$ cat config.mk
export PLATFORM = sky130hd
export DESIGN_NAME = bpred_update_queue
export DESIGN_NICKNAME = d
export VERILOG_FILES = /design/src/rtl/bpred_update_queue.sv
export SDC_FILE = /design/constraint.sdc
export NUM_CORES = 2
export LEC_CHECK = 0
export CORE_ASPECT_RATIO = 1.4
export CORE_UTILIZATION = 60
export CTS_BUF_LIST = sky130_fd_sc_hd__clkbuf_8
export DETAILED_ROUTE_END_ITERATION = 10
export GPL_ROUTABILITY_DRIVEN = 1
export PLACE_DENSITY = 0.88
export SETUP_SLACK_MARGIN = 0.4
export SYNTH_ARGS = -nofsm -noshare
export SYNTH_HDL_FRONTEND = slang
export SYNTH_SLANG_ARGS = --single-unit
$ cat constraint.sdc
create_clock -name clk -period 16.36 [get_ports clk]
set_input_delay 1.636 -clock clk [delete_from_list [all_inputs] [get_ports clk]]
set_output_delay 1.636 -clock clk [all_outputs]
set_load 0.01 [all_outputs]
$ cat src/rtl/bpred_update_queue.sv
// Purpose : in-order queue of predicted branches; on resolve, pops the oldest entry and
//           emits a registered predictor update plus a front-end redirect on mispredict.
// Latency : update/redirect appear one cycle after the resolving cycle.
// Backpr. : queue_full=1 drops pushes (err_overflow) unless a non-miss resolve frees a slot
//           in the same cycle; a resolve on an empty queue is ignored (err_underflow).
// Ports   : fetch_* push side; exe_* resolve side; execute_bpredictor_* registered update;
//           fetch_redirect/_PC registered redirect; err_* sticky flags; stats_* counters.
// Option  : define BPRED_UQ_STATS_EN to enable stats_resolved/stats_miss counters,
//           otherwise those ports are tied to 0.
module bpred_update_queue #(
   parameter int DEPTH  = 8,
   parameter int DATA_W = 96,
   parameter int META_W = 4
) (
   input  logic              clk,
   input  logic              reset,
   input  logic              fetch_push,
   input  logic [31:0]       fetch_PC4,
   input  logic [31:0]       fetch_p_target,
   input  logic              fetch_p_dir,
   input  logic [DATA_W-1:0] fetch_data,
   input  logic [META_W-1:0] fetch_meta,
   output logic              queue_full,
   input  logic              exe_resolve,
   input  logic              exe_dir,
   input  logic [31:0]       exe_target,
   output logic              execute_bpredictor_update,
   output logic              execute_bpredictor_dir,
   output logic              execute_bpredictor_miss,
   output logic              execute_bpredictor_recover_ras,
   output logic [31:0]       execute_bpredictor_PC4,
   output logic [31:0]       execute_bpredictor_target,
   output logic [DATA_W-1:0] execute_bpredictor_data,
   output logic [META_W-1:0] execute_bpredictor_meta,
   output logic              fetch_redirect,
   output logic [31:0]       fetch_redirect_PC,
   output logic              err_underflow,
   output logic              err_overflow,
   output logic [31:0]       stats_resolved,
   output logic [31:0]       stats_miss
);
   localparam int PTR_W = $clog2(DEPTH);
   localparam logic [PTR_W:0] PTR_ONE = (PTR_W+1)'(1);

   typedef struct packed {
      logic [31:0]       pc4;
      logic [31:0]       p_target;
      logic              p_dir;
      logic [DATA_W-1:0] data;
      logic [META_W-1:0] meta;
   } entry_t;

   entry_t         mem [DEPTH];
   entry_t         head_ent;
   entry_t         push_ent;
   logic [PTR_W:0] head, tail, head_inc, tail_inc;
   logic           empty, full, pop, miss, push_acc, overflow_evt, underflow_evt;

   // Pointers carry an extra wrap bit so full and empty are distinguishable.
   assign empty    = (head == tail);
   assign full     = (head[PTR_W] != tail[PTR_W]) && (head[PTR_W-1:0] == tail[PTR_W-1:0]);
   assign head_inc = head + PTR_ONE;
   assign tail_inc = tail + PTR_ONE;

   assign head_ent = mem[head[PTR_W-1:0]];
   assign push_ent = '{pc4: fetch_PC4, p_target: fetch_p_target, p_dir: fetch_p_dir,
                       data: fetch_data, meta: fetch_meta};

   assign pop  = exe_resolve & ~empty;
   assign miss = pop & ((exe_dir != head_ent.p_dir) |
                        (exe_dir & (exe_target != head_ent.p_target)));

   // A push while full is only taken when a non-miss pop frees the head slot this cycle;
   // a miss flushes everything younger, so a same-cycle push is wrong-path and discarded.
   assign push_acc      = fetch_push & ~miss & (~full | pop);
   assign overflow_evt  = fetch_push & full & ~push_acc;
   assign underflow_evt = exe_resolve & empty;

   assign queue_full = full;

   // Storage needs no reset: validity is carried entirely by the pointers.
   always_ff @(posedge clk) begin
      if (push_acc) mem[tail[PTR_W-1:0]] <= push_ent;
   end

   always_ff @(posedge clk or negedge reset) begin
      if (!reset) begin
         head <= '0;
         tail <= '0;
      end else begin
         if (pop) head <= head_inc;
         if (miss)          tail <= head_inc;
         else if (push_acc) tail <= tail_inc;
      end
   end

   always_ff @(posedge clk or negedge reset) begin
      if (!reset) begin
         execute_bpredictor_update      <= 1'b0;
         execute_bpredictor_dir         <= 1'b0;
         execute_bpredictor_miss        <= 1'b0;
         execute_bpredictor_recover_ras <= 1'b0;
         execute_bpredictor_PC4         <= '0;
         execute_bpredictor_target      <= '0;
         execute_bpredictor_data        <= '0;
         execute_bpredictor_meta        <= '0;
         fetch_redirect                 <= 1'b0;
         fetch_redirect_PC              <= '0;
         err_underflow                  <= 1'b0;
         err_overflow                   <= 1'b0;
      end else begin
         execute_bpredictor_update <= pop;
         fetch_redirect            <= miss;
         if (pop) begin
            execute_bpredictor_dir         <= exe_dir;
            execute_bpredictor_miss        <= miss;
            execute_bpredictor_recover_ras <= miss;
            execute_bpredictor_PC4         <= head_ent.pc4;
            execute_bpredictor_target      <= exe_target;
            execute_bpredictor_data        <= head_ent.data;
            execute_bpredictor_meta        <= head_ent.meta;
         end
         if (miss) fetch_redirect_PC <= exe_dir ? exe_target : head_ent.pc4;
         if (underflow_evt) err_underflow <= 1'b1;
         if (overflow_evt)  err_overflow  <= 1'b1;
      end
   end

`ifdef BPRED_UQ_STATS_EN
   logic [31:0] resolved_cnt, miss_cnt;

   always_ff @(posedge clk or negedge reset) begin
      if (!reset) begin
         resolved_cnt <= '0;
         miss_cnt     <= '0;
      end else begin
         if (pop)  resolved_cnt <= resolved_cnt + 32'd1;
         if (miss) miss_cnt     <= miss_cnt + 32'd1;
      end
   end

   assign stats_resolved = resolved_cnt;
   assign stats_miss     = miss_cnt;
`else
   assign stats_resolved = '0;
   assign stats_miss     = '0;
`endif

endmodule

### Word-level counts from Yosys, hierarchy flattened

Memory sizes are Yosys's and may differ from the RTL's.
Cells that the tools add are included.

| storage, ports and cells | value |
|---|---|
| register bits | 210 |
| latch bits | 0 |
| RAM bits | 1320 |
| ROM bits | 0 |
| bits of input ports | 202 |
| output and inout port bits | 268 |
| word-level logic and storage cells | 42 |
| memories | 1 |

| cells by class | value |
|---|---|
| add/sub/neg operators | 2 |
| $mul | 0 |
| divide/modulo/power cells | 0 |
| order comparisons | 0 |
| equality and inequality tests | 5 |
| shift-type cells | 0 |
| muxes and demuxes | 5 |
| bitwise logic cells | 14 |
| reductions and logical operators | 2 |

Memories:

| name | words | width | read ports | clocked after Yosys merged registers in | write ports | line | text |
|---|---|---|---|---|---|---|---|
| mem | 8 | 165 | 1 | 0 | 1 | 53 | `entry_t mem [DEPTH];` |

Operators by type and width:

| kind | number |
|---|---|
| 32-bit two-way mux | 1 |
| 32-bit inequality test | 1 |
| 4-bit by 1-bit adder with 4-bit output (second input constant) | 2 |
| 1-bit AND | 8 |
| 4-bit two-way mux | 2 |
| 4-bit == test | 1 |
| 1-bit inverter | 4 |
| 3-bit == test | 1 |
| 1-bit two-way mux | 2 |
| 1-bit inequality test | 2 |
| 1-bit bitwise OR | 2 |
| 2-bit nonzero test | 1 |
| 1-bit logical AND | 1 |

### Longest topological paths before layout

An unclocked memory read counts as a cell.

| depth | value |
|---|---|
| depth after elaboration | 10 |
| depth in mapped cells | 14 |
| mapped depth without buffers | 8 |

### Worst setup path after synthesis

No wires, ideal clock.

| path | value |
|---|---|
| path kind | input -> register |
| start | input port exe_target[31] |
| end | memory mem[4][0] (netlist name), enable pin |
| library setup time | 0.892 ns |
| arrival | 14.076 ns |
| required time | 15.468 ns |
| path slack | 1.393 ns |
| cell stages on the path | 7 |
| path buffers | 1 |
| cells stage by stage | or3_1 > a21oi_1 > nand4_1 > nor4_4 > a21oi_4 > buf_6 > nor3_1 |

| between the ends | value |
|---|---|
| cells in the longest elaborated chain, start to end | 9 |

RTL lines:

| what | line | text |
|---|---|---|
| from (decl) | 26 | `input logic [31:0] exe_target,` |
| 32-bit inequality test | 71 | `(exe_dir & (exe_target != head_ent.p_target)));` |
| 1-bit AND | 71 |  |
| 1-bit bitwise OR | 70 | `assign miss = pop & ((exe_dir != head_ent.p_dir) \|` |
| 1-bit AND | 70 |  |
| net miss | 57 | `logic empty, full, pop, miss, push_acc, overflow_evt, underflow_evt;` |
| 1-bit inverter | 75 | `assign push_acc = fetch_push & ~miss & (~full \| pop);` |
| 1-bit AND (2 in series) | 75 |  |
| 1-bit two-way mux | 83 | `if (push_acc) mem[tail[PTR_W-1:0]] <= push_ent;` |
| 1-bit two-way mux (not written as such) | 83 |  |
| to (decl) | 53 |  |

The timed path passes the listed nets, and every way through them passes these cells.

### Worst setup path in the final report

| path | value |
|---|---|
| start | register head[1] |
| end | memory mem[6][22] (netlist name), enable pin |

| between the ends | value |
|---|---|
| cells in the longest elaborated chain, start to end | 10 |
| elaborated cells on any way between the ends | 18 |
| classes of those cells | eq/ne: 4; mux: 2; bitwise: 10; reduce/logical: 1; memory: 1 |

RTL lines:

| what | line | text |
|---|---|---|
| from (decl) | 56 | `logic [PTR_W:0] head, tail, head_inc, tail_inc;` |
| from (signal assigned) | 91 | `if (pop) head <= head_inc;` |
| memory read 8 x 165 bit | n/a |  |
| 32-bit inequality test | 71 |  |
| 1-bit AND | 71 |  |
| 1-bit bitwise OR | 70 |  |
| 1-bit AND | 70 |  |
| 1-bit inverter | 75 |  |
| 1-bit AND | 75 |  |
| 1-bit AND * | 75 |  |
| 1-bit two-way mux * | 83 |  |
| 1-bit two-way mux (not written as such) * | 83 |  |

Mark *: on every way between the ends. The rest lies on a longest branch, timed or not.

==> impl_results.rst <==
.. list-table::
   :header-rows: 1

   * - Metric
     - Value
   * - Buffers added on ports
     - 405
   * - Startpoint kind of the worst setup timing path
     - flip-flop
   * - Die width
     - 265 um
   * - Ratio of routed vias to standard cells
     - 5.96
   * - Fraction of layout cells with a size suffix above 1
     - 19.8%
   * - Setup repair after global routing missed its margin
     - no
   * - Total negative slack
     - 0 ns
   * - Clock Sink Count
     - 1,530
   * - Kind of path behind the tightest hold check
     - flip-flop to flip-flop
   * - Remaining Overflow, GRT
     - 0
   * - Critical path startpoint
     - head[1]
   * - Number of antenna violations at the first check in global routing
     - 41
   * - Peak VDD IR
     - 0.134 mV
   * - CP max FO
     - 63
   * - Most prevalent standard cell on the critical path
     - buf_4
   * - Sum of net half-perimeters after detailed placement
     - 79,200 um
   * - Post-route clock skew
     - 0.0735 ns
   * - Minimum period implied by the final worst setup slack
     - 7.53 ns
   * - Number of buffers inserted by post-CTS setup repair
     - 0
   * - Number of nets in the finished design
     - 3,555
   * - Reg2reg start
     - head[1]
   * - H-Tree Level Count
     - 4
   * - Total via count in the routed design
     - 28,886
   * - Post-CTS Hold Buffers
     - 0
   * - Number of hold-slack violations in the final timing report
     - 0
   * - Source-to-sink clock delay at the later pin of the worst-skew pair
     - 0.93 ns
   * - Period Utilization, post-route
     - 46.0%
   * - Count of final max-slew check failures
     - 0
   * - Cell family with the largest share of critical-path delay
     - buffers and inverters
   * - Overall Global Routing Usage
     - 27.0%
   * - Average wire per standard cell
     - 26.8 um
   * - Pre-Repair DR Iteration Count
     - 5
   * - Synth top area share
     - 68.0%
   * - Initial standard-cell utilization of the core
     - 60.9%
   * - Cells along the critical path
     - buf_4, nand2b_1, o22ai_1, or3_1, a21oi_1, nand4_1, nor4_4, a21oi_4, buf_4, nor4b_4, buf_4, buf_4, buf_4
   * - Master of the slowest instance on the critical path
     - dfrtp_4
   * - Num rows
     - 134
   * - First-pass GRT wire length
     - 191,000 um
   * - Worst-margin pin slew
     - 1.13 ns
   * - Run status
     - finished, final reports clean
   * - Synthesis Warnings
     - 0
   * - Max-capacitance violation count
     - 0
   * - Largest area contributor in the netlist
     - edfxtp_1
   * - DRC
     - 0
   * - Largest stage delay on the critical path
     - 0.96 ns
   * - Capture point of the worst reg-to-reg path
     - mem[6][22]
   * - Top-level port count
     - 470
   * - Core Footprint
     - 95,700 um^2
   * - Buf+Inv Stages, Crit Path
     - 5
   * - Launch instance of the worst min-delay path
     - execute_bpredictor_data[79]
   * - Hold depth
     - 2
   * - Wirelength, routed
     - 130,000 um
   * - Largest cells by area after synthesis
     - edfxtp_1 68%, mux4_2 12%, dfrtp_1 9.0%
   * - DR iter-0 viols
     - 2,930
   * - Post-detailed-route count of antenna-violating nets
     - 0
   * - Final core area utilization
     - 70.8%
   * - Worst slew margin relative to its limit
     - 24.5%
   * - Highest achievable clock rate
     - 133 MHz
   * - Commonest cells after routing, fill and taps aside
     - 1,320 x edfxtp_1, 403 x clkdlybuf4s50_1, 312 x mux4_2
   * - #FFs+latches synth
     - 1,530
   * - Stages on worst setup path
     - 13
   * - Part of the Yosys area used for sequential elements
     - 77.0%
   * - Crit Path Class
     - flip-flop to flip-flop
   * - Average footprint of a synthesized cell
     - 20.5 um^2
   * - Final setup violating endpoints
     - 0
   * - Gates resized, CTS repair
     - 0
   * - Kind of end point of the critical path
     - flip-flop
   * - Worst reg2reg path depth
     - 13
   * - Vertical extent of the die
     - 371 um
   * - Synthesized cell area
     - 58,300 um^2
   * - Vias in the first global route
     - 29,983
   * - Routability cong.
     - 0.921
   * - Clock tree buffer depth
     - 3
   * - Endpoint required time on the critical path
     - 16.85 ns
   * - Power density relative to cell area
     - 173 nW/um^2
   * - Number of buffers created by CTS
     - 210
   * - Number of fillers in the final layout
     - 5,428
   * - Total die area
     - 98,500 um^2
   * - Slack of the worst reg-to-reg path
     - 8.83 ns
   * - Arrival time reported for the critical path endpoint
     - 8.02 ns
   * - Commonest non-fill, non-tap cell in the layout
     - edfxtp_1
   * - TritonCTS clock tree
     - done
   * - CTS root buffer
     - clkbuf_8
   * - Post-synth cell types
     - 41
   * - Clock transition at the registers of the reported paths
     - 0.06 ns
   * - Leakage component of the power
     - 23.3 nW
   * - Maximum number of pins on one net before global-route repair
     - 136
   * - Number of instances in the synthesized netlist
     - 2,839
   * - End of the critical path
     - mem[6][22]
   * - Synthesis-to-finish area growth
     - 16.3%
-- flip-flops by register name (all words and copies together), names as in the netlist, 4 cells and up --
register and cells:
mem 1320, execute_bpredictor_data 96, execute_bpredictor_meta 4, head 4, tail 4, execute_bpredictor_PC4 32, execute_bpredictor_target 32, fetch_redirect_PC 32
-- how the worst min path moves through the flow --
stage / end
2_1_floorplan: head[3]
5_1_grt: execute_bpredictor_target[26]
3_3_place_gp: execute_bpredictor_target[17]
6_report: execute_bpredictor_data[79]
4_1_cts: execute_bpredictor_target[6]
3_5_place_dp: execute_bpredictor_target[6]
-- worst register-to-register path: stages (launching register included) --
cell and delay (ns):
dfrtp_4 0.96, buf_4 1.01, nand2b_1 0.42, o22ai_1 0.18
or3_1 0.38, a21oi_1 0.17, nand4_1 0.15, nor4_4 0.41
a21oi_4 0.09, buf_4 0.39, nor4b_4 0.37, buf_4 0.78
buf_4 0.84, buf_4 0.91
-- logic make-up after synthesis --
| family | Yosys count | synth area share, % |
|---|---|---|
| AOI/OAI and AO/OA | 192 | 1.75 |
| muxes | 538 | 16.2 |
| adders and majority gates | 2 | 0.0429 |
| xor gates and xnor gates | 43 | 0.646 |
| and+or+nand+nor | 320 | 2.31 |
| buffers and inverters | 213 | 2.08 |
| DFF | 1530 | 77.0 |
| other | 1 | 0.00643 |
-- synthesized netlist by cell type (all sizes together) --
cell	count
mux2	38
nor4b	3
buf	150
a211oi	3
a31o	1
nor4	7
inv	2
nand3	1
xor2	29
nand2	280
o22ai	16
nor3	3
or3	1
nor2	9
mux4	312
or2	1
mux2i	188
clkbuf	61
o21ai	166
a21o	1
xnor2	14
edfxtp	1320
conb	1
nand2b	6
a311o	1
ha	2
a311oi	2
nand4	7
dfrtp	210
a21oi	2
nor2b	2
-- metal layers --
metal,wire length (um),global-route usage (%),vias to the layer above
met5,284,0,-
met4,5910,12.7,40
met3,11300,7.48,315
met2,64800,43.9,1489
met1,47500,34.0,14722
li1,-,-,12320
-- layout make-up --
cell class,count,area [um^2],share of cell area [%]
clock buffer,233,3210,4.73
clock inverter,165,1090,1.61
multi-input combinational,1159,12500,18.5
sequential,1530,44900,66.2
inverter,2,7.51,0.0111
tap,1292,1620,2.38
antenna,21,52.6,0.0775
timing repair buffer,448,4400,6.49
-- stage by stage --
step                hold slack, ns  power (mW)  setup slack [ns]  instances  cell area, um^2
floorplan                    0.498        7.63              1.39       2902            58500
global placement             0.458        8.78              8.96       4431            63400
detailed placement           0.462        8.89              8.82       4431            63400
CTS                          0.478        11.8              8.75       4829            67700
global route                 0.495        12.2              8.42       4839            67800
finish                       0.475        11.7              8.83       4850            67800
-- report_power, final --
group          internal (mW)  total, mW  switching (mW)
combinational           1.69       3.51            1.82
clock                   1.52       2.92            1.39
sequential              4.93       5.28           0.353
No activity file was read; power rests on OpenSTA's default activity.
